--- src/rtl/vga_pkg.sv ---
// Shared definitions for the VGA sync controller.
//   - 640x480@60 default timing constants
//   - phase_e: phase of a horizontal or vertical scan (active, front porch,
//     sync, back porch)
//   - colour constants for the 3-bit {R,G,B} pixel bus
//   - next_phase(): phase transition helper shared by both scan FSMs
package vga_pkg;

  localparam int CNT_W = 10;  // wide enough for 800 columns / 525 lines

  localparam int H_ACTIVE_D = 640;
  localparam int H_FP_D     = 16;
  localparam int H_SYNC_D   = 96;
  localparam int H_BP_D     = 48;
  localparam int V_ACTIVE_D = 480;
  localparam int V_FP_D     = 10;
  localparam int V_SYNC_D   = 2;
  localparam int V_BP_D     = 33;

  typedef enum logic [1:0] {H_ACT, H_FRONT, H_SYNCP, H_BACK} phase_e;

  localparam logic [2:0] BLACK = 3'b000;
  localparam logic [2:0] RED   = 3'b100;
  localparam logic [2:0] GREEN = 3'b010;
  localparam logic [2:0] BLUE  = 3'b001;

  // Phase the scan is in once its counter takes the value nxt.
  function automatic phase_e next_phase(input phase_e cur,
                                        input logic [CNT_W-1:0] nxt,
                                        input logic [CNT_W-1:0] act_end,
                                        input logic [CNT_W-1:0] sync_beg,
                                        input logic [CNT_W-1:0] sync_end);
    if (nxt == '0)            return H_ACT;
    else if (nxt == act_end)  return H_FRONT;
    else if (nxt == sync_beg) return H_SYNCP;
    else if (nxt == sync_end) return H_BACK;
    else                      return cur;
  endfunction

endpackage

--- src/rtl/pix_tick_gen.sv ---
// Pixel tick divider: one-cycle tick every CLK_DIV clocks while enabled.
//   clk_i    system clock
//   rst_i    synchronous active-high reset
//   enable_i run request; low parks the divider at phase 0
//   tick_o   pixel tick (constantly high when CLK_DIV=1 and enabled)
module pix_tick_gen #(
  parameter int CLK_DIV = 2
) (
  input  logic clk_i,
  input  logic rst_i,
  input  logic enable_i,
  output logic tick_o
);

  localparam logic [1:0] DIV_LAST = 2'(CLK_DIV - 1);

  logic [1:0] div_q, div_d;

  // Phase 0 ticks, so the first enabled cycle is always a tick.
  assign tick_o = enable_i && !rst_i && (div_q == '0);
  assign div_d  = (div_q == DIV_LAST) ? '0 : div_q + 2'd1;

  always_ff @(posedge clk_i) begin
    if (rst_i || !enable_i) div_q <= '0;
    else                    div_q <= div_d;
  end

endmodule

--- src/rtl/vga_sync_ctrl.sv ---
// VGA sync controller: scan counters, horizontal/vertical phase FSMs and a
// one-tick output stage that lines up sync/blank with the colour the pattern
// datapath returns for the current column/row.
//   clk_i          system clock
//   rst_i          synchronous active-high reset
//   enable_i       run request; low holds everything idle
//   rgb_i          {R,G,B} for the current column_o/row_o
//   column_o/row_o current visible pixel, 0 in blanking
//   rgb_o          blanked colour, one tick behind column_o/row_o
//   hsync_o/vsync_o active-low sync, one tick behind
//   video_on_o     rgb_o carries a visible pixel
//   frame_start_o  one-cycle pulse following the tick of pixel (0,0)
module vga_sync_ctrl
  import vga_pkg::*;
#(
  parameter int CLK_DIV  = 2,
  parameter int H_ACTIVE = H_ACTIVE_D,
  parameter int H_FP     = H_FP_D,
  parameter int H_SYNC   = H_SYNC_D,
  parameter int H_BP     = H_BP_D,
  parameter int V_ACTIVE = V_ACTIVE_D,
  parameter int V_FP     = V_FP_D,
  parameter int V_SYNC   = V_SYNC_D,
  parameter int V_BP     = V_BP_D
) (
  input  logic       clk_i,
  input  logic       rst_i,
  input  logic       enable_i,
  input  logic [2:0] rgb_i,
  output logic [9:0] column_o,
  output logic [8:0] row_o,
  output logic [2:0] rgb_o,
  output logic       hsync_o,
  output logic       vsync_o,
  output logic       video_on_o,
  output logic       frame_start_o
);

  localparam int H_TOTAL = H_ACTIVE + H_FP + H_SYNC + H_BP;
  localparam int V_TOTAL = V_ACTIVE + V_FP + V_SYNC + V_BP;

  localparam logic [CNT_W-1:0] H_LAST  = CNT_W'(H_TOTAL - 1);
  localparam logic [CNT_W-1:0] H_A_END = CNT_W'(H_ACTIVE);
  localparam logic [CNT_W-1:0] H_S_BEG = CNT_W'(H_ACTIVE + H_FP);
  localparam logic [CNT_W-1:0] H_S_END = CNT_W'(H_ACTIVE + H_FP + H_SYNC);
  localparam logic [CNT_W-1:0] V_LAST  = CNT_W'(V_TOTAL - 1);
  localparam logic [CNT_W-1:0] V_A_END = CNT_W'(V_ACTIVE);
  localparam logic [CNT_W-1:0] V_S_BEG = CNT_W'(V_ACTIVE + V_FP);
  localparam logic [CNT_W-1:0] V_S_END = CNT_W'(V_ACTIVE + V_FP + V_SYNC);

  logic             tick;
  logic [CNT_W-1:0] h_cnt_q, h_cnt_d, v_cnt_q, v_cnt_d;
  phase_e           h_st_q, h_st_d, v_st_q, v_st_d;
  logic             h_wrap, active;
  logic [2:0]       rgb_q;
  logic             hsync_q, vsync_q, video_on_q, frame_start_q;

  pix_tick_gen #(.CLK_DIV(CLK_DIV)) u_tick (
    .clk_i    (clk_i),
    .rst_i    (rst_i),
    .enable_i (enable_i),
    .tick_o   (tick)
  );

  // Next scan position; only committed on a tick.
  always_comb begin
    h_wrap  = (h_cnt_q == H_LAST);
    h_cnt_d = h_wrap ? '0 : h_cnt_q + 1'b1;
    v_cnt_d = v_cnt_q;
    v_st_d  = v_st_q;
    if (h_wrap) begin
      v_cnt_d = (v_cnt_q == V_LAST) ? '0 : v_cnt_q + 1'b1;
      v_st_d  = next_phase(v_st_q, v_cnt_d, V_A_END, V_S_BEG, V_S_END);
    end
    h_st_d = next_phase(h_st_q, h_cnt_d, H_A_END, H_S_BEG, H_S_END);
  end

  assign active = (h_st_q == H_ACT) && (v_st_q == H_ACT);

  always_ff @(posedge clk_i) begin
    if (rst_i || !enable_i) begin
      h_cnt_q       <= '0;
      v_cnt_q       <= '0;
      h_st_q        <= H_ACT;
      v_st_q        <= H_ACT;
      rgb_q         <= BLACK;
      hsync_q       <= 1'b1;
      vsync_q       <= 1'b1;
      video_on_q    <= 1'b0;
      frame_start_q <= 1'b0;
    end else if (tick) begin
      h_cnt_q       <= h_cnt_d;
      v_cnt_q       <= v_cnt_d;
      h_st_q        <= h_st_d;
      v_st_q        <= v_st_d;
      // Output stage samples the pixel being left, so rgb_i (a function of
      // column_o/row_o) stays aligned with its sync/blank.
      rgb_q         <= active ? rgb_i : BLACK;
      hsync_q       <= (h_st_q != H_SYNCP);
      vsync_q       <= (v_st_q != H_SYNCP);
      video_on_q    <= active;
      frame_start_q <= (h_cnt_q == '0) && (v_cnt_q == '0);
    end else begin
      frame_start_q <= 1'b0;
    end
  end

  assign column_o      = active ? h_cnt_q : '0;
  assign row_o         = active ? v_cnt_q[8:0] : '0;
  assign rgb_o         = rgb_q;
  assign hsync_o       = hsync_q;
  assign vsync_o       = vsync_q;
  assign video_on_o    = video_on_q;
  assign frame_start_o = frame_start_q;

endmodule

--- config.mk ---
export PLATFORM = sky130hd
export DESIGN_NAME = vga_sync_ctrl
export DESIGN_NICKNAME = d
export VERILOG_FILES = /design/src/rtl/vga_pkg.sv /design/src/rtl/pix_tick_gen.sv /design/src/rtl/vga_sync_ctrl.sv
export SDC_FILE = /design/constraint.sdc
export NUM_CORES = 1
export LEC_CHECK = 0
export CELL_PAD_IN_SITES_DETAIL_PLACEMENT = 2
export CELL_PAD_IN_SITES_GLOBAL_PLACEMENT = 2
export CORE_MARGIN = 10
export CORE_UTILIZATION = 30
export CTS_CLUSTER_SIZE = 30
export DETAILED_ROUTE_END_ITERATION = 16
export GPL_TIMING_DRIVEN = 0
export PLACE_DENSITY_LB_ADDON = 0.08
export SLEW_MARGIN = 20
export SYNTH_ARGS = -nofsm -noshare
export SYNTH_HDL_FRONTEND = slang
export SYNTH_SLANG_ARGS = --single-unit
--- constraint.sdc ---
create_clock -name clk_i -period 2.6 [get_ports clk_i]
set_input_delay 0.39 -clock clk_i [delete_from_list [all_inputs] [get_ports clk_i]]
set_output_delay 0.39 -clock clk_i [all_outputs]
set_load 0.1 [all_outputs]
==> run summary <==
Lkg Pwr = 0.00106 µW
Final nets = 347
Port Buffers = 31
number of placement rows = 32
CP Max Fanout = 10
Peak VDD IR = 0.150 mV
Synth Flop Type = dfxtp_1
DR vias = 2,254
Layout Skew = 0.0101 ns
Synth top cells by count = dfxtp_1 (33), nor2_1 (23), and2_1 (21)
hold crit path type = reg -> reg
setup repair after global routing missed its margin = no
Die Y = 108 µm
area growth from synthesis to final layout = 20.8%
post-DR wirelength/cell = 18.7 µm
hold_buf cts = 0
nature of the critical path endpoint = output pin
initial detailed-routing violation count = 115
CP endpoint = column_o[5]
ant diodes = 0
Fmax achieved = 409 MHz
top-area cell type share of the netlist area = 28.1%
Post-Layout Inst Area = 2840 µm²
routed vias/inst = 5.17
remaining global-route overflow = 0
worst slew pin tran = 0.999 ns
core footprint = 7690 µm²
Synth Cell Area = 2350 µm²
DP Area = 2790 µm²
CTS tree = built
clk_lat worst skew = 0.30 ns
die footprint = 11,800 µm²
layout cells sized above 1 = 17.7%
number of synthesized flops with an enable pin = 0
dpl cells = 429
cells taking the most area after synthesis = dfxtp_1 (28%), and2_1 (5.6%), xnor2_1 (5.2%)
clk buf depth = 2
Synth Instances = 296
first-pass GRT wire length = 13,400 µm
CTS Buf Count = 5
R2R depth = 8
Setup Crit Path Kind = reg -> out
Setup crit start kind = flip-flop
fin crit period = 2.44 ns
Async SR Flop Fraction = 0%
CTS H-tree depth = 2
final setup fails = 0
sequential area share after synthesis = 28.1%
Top Ports = 32
fin cells = 436
Reg clk slew, reported paths = 0.07 ns
max-slew violations = 0
CP Data Arrival Time = 2.05 ns
status = completed
post-route antenna net violation count = 0
Max-Cap Viols = 0
top-count cell post-synth = dfxtp_1
Netlist cell types = 63
Clock Sinks = 33
RePlAce Congestion = 0.793
worst setup path start = v_st_q[0]$_SDFFE_PP0P_
GRT Resource Usage Total = 14.4%
die width = 108 µm
Routed WL = 8170 µm
DRC = 0
PwrDens = 373 nW/µm²
vias in the first global route = 2,483
Yosys reg bits = 33
reg2reg start = h_cnt_q[1]$_SDFFE_PP0P_
Final Power = 1060 µW
fin crit share = 93.9%
syn avg cell area = 7.93 µm²
reg2reg end = v_st_q[0]$_SDFFE_PP0P_
initial cell density of the core = 30.5%
DP HPWL = 6110 µm
initial antenna violation count = 0
DR pass1 iterations = 4
Mapped Nets = 309
clk root buf = clkbuf_8
Reg2Reg Setup Slack = 0.21 ns
Max-slew headroom = 33.2%
cell taking the most area after synthesis = dfxtp_1
Fin. Hold Viols = 0
Yosys warning total = 0
WP data required = 2.21 ns
pin count of the biggest net entering global routing = 11
-- state kept, by name, summed over array words and instances, names as in the netlist --
signal         cells
h_cnt_q           10
v_cnt_q           10
rgb_o              3
h_st_q             2
u_tick.div_q       2
v_st_q             2
frame_start_o      1
hsync_o            1
video_on_o         1
vsync_o            1
-- cell usage in the layout (no fill, tap or decap), drive strengths merged, types with 7 or more instances in the layout --
cell / n
nand3: 13
ha: 7
xnor2: 14
inv: 10
clkdlybuf4s50: 12
nor2: 23
a21oi: 19
dfxtp: 33
clkbuf: 23
nor4: 9
buf: 29
o21ai: 14
nand2: 19
and2: 22
-- per-stage QoR --
step                      TNS (ns)  setup WS [ns]  hold slack, ns  utilization [%]
after floorplan                  0          0.352           0.428                -
after global placement      -13.03         -0.669           0.443             36.2
after detailed placement    -12.58         -0.727           0.456             36.3
after CTS                        0       0.000275           0.466             36.5
after global routing             0        0.00639           0.483             36.9
final                            0          0.158           0.461             36.9
-- how the worst min path moves through the flow --
stage	startpoint	to	slack, ns	cells past startpoint
5_1_grt	u_tick.div_q[0]$_SDFF_PP0_	u_tick.div_q[0]$_SDFF_PP0_	0.48	1
2_1_floorplan	u_tick.div_q[0]$_SDFF_PP0_	u_tick.div_q[0]$_SDFF_PP0_	0.43	1
3_3_place_gp	u_tick.div_q[0]$_SDFF_PP0_	u_tick.div_q[0]$_SDFF_PP0_	0.44	1
3_5_place_dp	u_tick.div_q[0]$_SDFF_PP0_	u_tick.div_q[0]$_SDFF_PP0_	0.46	1
4_1_cts	u_tick.div_q[0]$_SDFF_PP0_	u_tick.div_q[0]$_SDFF_PP0_	0.47	1
6_report	u_tick.div_q[0]$_SDFF_PP0_	u_tick.div_q[0]$_SDFF_PP0_	0.46	1
-- critical path, cell delays in order, from the launching register on --
cell and delay (ns):
dfxtp_1 0.35, nor4_4 0.42, clkbuf_1 0.36, and2_1 0.18
buf_2 0.44
-- timing repair --
| item | in CTS | in global routing |
|---|---|---|
| gates resized for setup | 103 | 10 |
| setup endpoints to repair | 22 | 27 |
| buffers inserted | 0 | 0 |
-- layout make-up --
cell class,count,area (µm²)
flip-flops and latches,33,663
clock buffers,7,86.3
multi-input cells,227,1550
well taps,102,128
plain buffers,26,149
repair buffers,31,220
inverters,10,37.5
fillers,917,4850
-- kinds of logic after synthesis --
kind of cell               count (synthesis)  synth area share (%)
AOI/OAI and AO/OA                         66                  18.9
adders and majority gates                  7                  3.73
muxes                                      6                  2.61
xor gates and xnor gates                  17                  6.34
DFF                                       33                  28.1
buffers and inverters                     36                  7.62
and+or+nand+nor                          131                  32.7
-- metal layers --
layer | GRT usage, % | share of wire [%]
met3 | 3.87 | 6.3
met5 | 0 | 0
met1 | 19.5 | 50
met4 | 3.95 | 1.1
met2 | 21.9 | 43
-- power by group --
part	internal (µW)	leakage [µW]	switching (µW)
clock network	210	0.0000443	205
logic	34.8	0.000746	86.3
registers	513	0.000268	6.73
No activity file was read; power rests on OpenSTA's default activity.
